### src/rtl/vector_load_store_unit.sv
// Vector load/store unit: turns one LANES-element vector access into a sequence
// of single-element memory accesses, with a byte stride, a lane mask and ready handshake.
module vector_load_store_unit #(
   parameter int unsigned LANES  = 4,
   parameter int unsigned ELEM_W = 32,
   parameter int unsigned ADDR_W = 32
) (
   input  logic                    clk,
   input  logic                    reset,
   input  logic                    start,
   input  logic                    vector_op,
   input  logic                    is_store,
   input  logic [ADDR_W-1:0]       base_addr,
   input  logic [ADDR_W-1:0]       stride,
   input  logic [LANES-1:0]        lane_mask,
   input  logic [LANES*ELEM_W-1:0] in_writedata,
   input  logic [ELEM_W-1:0]       mem_readdata,
   input  logic                    mem_ready,
   output logic                    mem_req,
   output logic                    mem_we,
   output logic [ADDR_W-1:0]       mem_addr,
   output logic [ELEM_W-1:0]       mem_writedata,
   output logic                    stall,
   output logic                    done,
   output logic [LANES*ELEM_W-1:0] out_readdata
);

   localparam int unsigned LaneW = (LANES > 1) ? $clog2(LANES) : 1;

   typedef enum logic [1:0] {StIdle, StAccess, StDone} state_e;

   state_e                  state_q, state_d;
   logic                    is_store_q, is_store_d;
   logic [ADDR_W-1:0]       base_q, base_d;
   logic [ADDR_W-1:0]       stride_q, stride_d;
   logic [LANES*ELEM_W-1:0] wdata_q, wdata_d;
   logic [LANES-1:0]        mask_q, mask_d;
   logic [LaneW-1:0]        lane_q, lane_d;
   logic [LANES*ELEM_W-1:0] rdata_q, rdata_d;

   logic [LANES-1:0]  eff_mask;
   logic [LaneW-1:0]  first_lane;
   logic              first_found;
   logic [LaneW-1:0]  next_lane;
   logic              has_next;
   logic [ELEM_W-1:0] lane_wdata;
   logic [ADDR_W-1:0] lane_addr;

   // Lane search: lowest enabled lane at start, next enabled lane above the current one.
   always_comb begin
      eff_mask    = vector_op ? lane_mask : LANES'(1);
      first_lane  = '0;
      first_found = 1'b0;
      next_lane   = '0;
      has_next    = 1'b0;
      lane_wdata  = '0;
      for (int i = 0; i < LANES; i++) begin
         if (!first_found && eff_mask[i]) begin
            first_lane  = LaneW'(i);
            first_found = 1'b1;
         end
         if (!has_next && mask_q[i] && (LaneW'(i) > lane_q)) begin
            next_lane = LaneW'(i);
            has_next  = 1'b1;
         end
         if (lane_q == LaneW'(i)) begin
            lane_wdata = wdata_q[i*ELEM_W +: ELEM_W];
         end
      end
   end

   assign lane_addr = base_q + ADDR_W'(lane_q) * stride_q;

   always_comb begin
      state_d    = state_q;
      is_store_d = is_store_q;
      base_d     = base_q;
      stride_d   = stride_q;
      wdata_d    = wdata_q;
      mask_d     = mask_q;
      lane_d     = lane_q;
      rdata_d    = rdata_q;
      unique case (state_q)
         StIdle: begin
            if (start) begin
               is_store_d = is_store;
               base_d     = base_addr;
               stride_d   = stride;
               wdata_d    = in_writedata;
               mask_d     = eff_mask;
               lane_d     = first_lane;
               if (!is_store) rdata_d = '0;
               state_d = first_found ? StAccess : StDone;
            end
         end
         StAccess: begin
            if (mem_ready) begin
               if (!is_store_q) begin
                  for (int i = 0; i < LANES; i++) begin
                     if (lane_q == LaneW'(i)) rdata_d[i*ELEM_W +: ELEM_W] = mem_readdata;
                  end
               end
               if (has_next) begin
                  lane_d = next_lane;
               end else begin
                  state_d = StDone;
               end
            end
         end
         StDone:  state_d = StIdle;
         default: state_d = StIdle;
      endcase
   end

   always_ff @(posedge clk) begin
      if (reset) begin
         state_q    <= StIdle;
         is_store_q <= 1'b0;
         base_q     <= '0;
         stride_q   <= '0;
         wdata_q    <= '0;
         mask_q     <= '0;
         lane_q     <= '0;
         rdata_q    <= '0;
      end else begin
         state_q    <= state_d;
         is_store_q <= is_store_d;
         base_q     <= base_d;
         stride_q   <= stride_d;
         wdata_q    <= wdata_d;
         mask_q     <= mask_d;
         lane_q     <= lane_d;
         rdata_q    <= rdata_d;
      end
   end

   always_comb begin
      mem_req       = (state_q == StAccess);
      mem_we        = mem_req & is_store_q;
      mem_addr      = mem_req ? lane_addr : '0;
      mem_writedata = (mem_req && is_store_q) ? lane_wdata : '0;
      stall         = mem_req | ((state_q == StIdle) & start);
      done          = (state_q == StDone);
      out_readdata  = rdata_q;
   end

endmodule

### config.mk
export PLATFORM = sky130hd
export DESIGN_NAME = vector_load_store_unit
export DESIGN_NICKNAME = d
export VERILOG_FILES = /design/src/rtl/vector_load_store_unit.sv
export SDC_FILE = /design/constraint.sdc
export NUM_CORES = 1
export LEC_CHECK = 0
export ABC_AREA = 1
export BUFFER_PORTS_ARGS = -buffer_cell sky130_fd_sc_hd__buf_2
export CAP_MARGIN = 20
export CORE_UTILIZATION = 48
export CTS_CLUSTER_SIZE = 40
export DETAILED_ROUTE_END_ITERATION = 16
export PLACE_DENSITY = 0.77
export SETUP_SLACK_MARGIN = 0.2
export SLEW_MARGIN = 30
export SYNTH_ARGS = -nofsm -noshare
export SYNTH_HDL_FRONTEND = slang
export SYNTH_SLANG_ARGS = --single-unit
### constraint.sdc
create_clock -name clk -period 3.47 [get_ports clk]
set_clock_uncertainty 0.05 [all_clocks]
set_input_delay 0.1735 -clock clk [delete_from_list [all_inputs] [get_ports clk]]
set_output_delay 0.1735 -clock clk [all_outputs]
set_load 0.05 [all_outputs]
==> flow_metrics.env <==
export IMPL_outcome="finished, violations left"
export IMPL_violations="setup timing"
export IMPL_cts_buffers=36
export IMPL_synthTopCellsByArea="dfxtp_1 41%, nor2_1 11%, o21ai_0 9.4%"
export IMPL_die_h_um=184.6
export IMPL_critPathKind="flop to output pin"
export IMPL_drt_iter0_drc=1714
export IMPL_grt_pass1_vias=18370
export IMPL_crit_path_end_kind="output pin"
export IMPL_antenna_found_initial=3
export IMPL_finalCritPeriodShare_pct=103.1
export IMPL_place_ws_ns=0.1290
export IMPL_power_density_nw_per_um2=752.3
export IMPL_core_um2=32700
export IMPL_hp_class="input port to flop"
export IMPL_synth_edf_count=0
export IMPL_worstSkewPairLatency_ns=0.52
export IMPL_setup_tns_ns=-0.2414
export IMPL_ys_types=34
export IMPL_synthArstFlopShare_pct=0
export IMPL_ys_flop_type="dfxtp_1"
export IMPL_ant_nets=0
export IMPL_p_total_mw=17.89
export IMPL_ioPinCount=430
export IMPL_crit_buf_inv=5
export IMPL_rsz0062_at_grt="yes"
export IMPL_final_area_um2=23780
export IMPL_die_width_um=184.6
export IMPL_worst_pin_slew_ns=0.9136
export IMPL_synthToLayoutAreaGrowth_pct=48.57
export IMPL_final_layout_size_suffix_gt1_share_pct=28.27
export IMPL_grt_max_degree=160
export IMPL_synth_warnings=0
export IMPL_routed_wl_um=62120
export IMPL_clockRootBuffer="clkbuf_16"
export IMPL_synth_common_cells="469 x nor2_1, 328 x dfxtp_1, 316 x nand2_1, 302 x o21ai_0, 217 x inv_1"
export IMPL_final_hold_viol_count=0
export IMPL_slowest_delay_ns=0.49
export IMPL_num_rows=66
export IMPL_synth_most_common_cell="nor2_1"
export IMPL_crit_fanout=7
export IMPL_yosysSeqAreaShare_pct=41.03
export IMPL_grt_first_pass_wirelength_um=93290
export IMPL_setup_viol=5
export IMPL_dieArea_um2=34080
export IMPL_dp_hpwl_um=36770
export IMPL_wl_met2_um=29880
export IMPL_m1WireLength_um=22650
export IMPL_drc=0
export IMPL_drv_slew=0
export IMPL_relSlewSlack_pct=39.09
export IMPL_top_layer="met4"
export IMPL_path_cells="buf_6, buf_16, nand2_2, fa_1, inv_2, ha_4, buf_4, nand3_2, nand3_4, nand3_2, nand3_4, o21ai_0, a21oi_2, buf_6"
export IMPL_p_leak_nw=11.07
export IMPL_cts_tree="done"
export IMPL_syn_inst=2296
export IMPL_cp_arrival_ns=3.35
export IMPL_avgSynthCellArea_um2=6.970
export IMPL_dpl_cell_area_um2=18450
export IMPL_overflow=0
export IMPL_fmaxAchievable_ghz=0.2795
export IMPL_cts_clk_slew_worst_paths_ns=0.06
export IMPL_crit_family="adder cells"
export IMPL_final_setup_worst_slack_ns=-0.1078
export IMPL_setup_worst_path_start_class="flop"
export IMPL_netlist_area_um2=16000
export IMPL_cts_buffer_depth=3
export IMPL_ys_ff_latch=328
export IMPL_slowest_stage="fa_1"
export IMPL_num_vias=18830
export IMPL_cap_viol_max_count=0
export IMPL_via_per_inst=5.569
export IMPL_critPathRequiredTime_ns=3.25
export IMPL_ir_worst_vdd_mv=0.6668
export IMPL_synth_nets=2592
export IMPL_synth_top_area_share_pct=41.03
export IMPL_cts_sinks=328
export IMPL_wl_met3_um=5762
export IMPL_first_pass_iters=7
export IMPL_wl_per_cell_um=18.37
export IMPL_synth_top_cell_by_area="dfxtp_1"
export IMPL_cts_htree_levels=2
export IMPL_initial_utilization_pct=48.94
export IMPL_gp_congestion=0.9527
export IMPL_track_usage_pct=34.52
export IMPL_fin_nets=3206
export IMPL_numPortBuffers=429
export IMPL_period_needed_ns=3.578
[per-layer routing]
metal  track usage, %  up-vias
met5                0        -
met4            20.13        0
li1                 -     8628
met3            7.172      323
met2            58.91     1172
met1            39.89     8706
[cell usage in the layout, fill, tap and decap left out, types with 8 or more instances in the layout]
cell type	instances
a21oi_1	188
a21oi_2	22
buf_12	9
buf_2	401
buf_4	49
buf_6	26
buf_8	10
clkbuf_1	8
clkbuf_16	37
dfxtp_1	326
dlygate4sd3_1	223
fa_1	30
ha_4	30
inv_1	195
inv_2	25
nand2_1	229
nand2_2	70
nand2_4	21
nand3_1	13
nand3_2	16
nor2_1	419
nor2_2	21
nor2_4	32
o21ai_0	298
o21ai_1	158
[repair_timing]
item | in CTS | in global routing
gates cloned | 3 | 1
resized for setup | 245 | 118
endpoints found under the setup margin | 28 | 30
hold buffers | 222 | 1
setup buffers | 25 | 12
endpoints found under the hold margin | 292 | 1
pin swaps | 73 | 65
[worst min-delay path, stage by stage]
cell and delay (ns):
buf_2 0.09, inv_1 0.04, nor2_1 0.07, nand2_1 0.09
a21oi_2 0.05
[where the power goes]
part | switching [mW] | total (mW) | internal (mW)
sequential | 0.544 | 5.24 | 4.70
clock | 1.60 | 4.02 | 2.42
combinational | 6.02 | 8.63 | 2.61
[registers in the layout, indices dropped and copies added (netlist names)]
name          cells
is_store_q        1
wdata_q         128
out_readdata    128
lane_q            2
base_q           32
stride_q         32
mask_q            3
state_q           2
[area by class of cell]
cell class / count / area [um2]
inverters: 222 / 843.3
clock inverters: 15 / 236.5
well taps: 442 / 553.0
fillers: 2348 / 8925
repair buffers: 722 / 5338
flip-flops and latches: 328 / 6574
multi-input cells: 1600 / 9225
clock buffers: 49 / 999.7
diodes: 3 / 7.507
[worst paths after layout]
kind	slack, ns	start	cells past startpoint	end
worst max-delay path	-0.11	lane_q[1]	14	mem_addr[13]
worst max register to register	0.88	lane_q[0]	9	out_readdata[90]
worst min register to register	0.42	out_readdata[42]	2	out_readdata[42]
worst min-delay path	0.01	mem_readdata[10]	5	out_readdata[42]
[through the flow]
stage	hold slack, ns	utilization [%]	instances
3_5_place_dp	0.3738	56.43	3050
2_1_floorplan	0.2723	-	2296
4_1_cts	0.00007150	70.94	3364
3_3_place_gp	0.3602	56.43	3050
5_1_grt	0.02624	72.70	3380
6_report	0.01123	72.71	3381
[cell families after synthesis]
logic type / share of synthesized area, %
simple gates: 20.66
compound gates: 22.03
buf+inv: 9.647
flops: 41.03
fa+ha+maj: 6.301
xor+xnor: 0.3284
No activity file was read; power rests on OpenSTA's default activity.
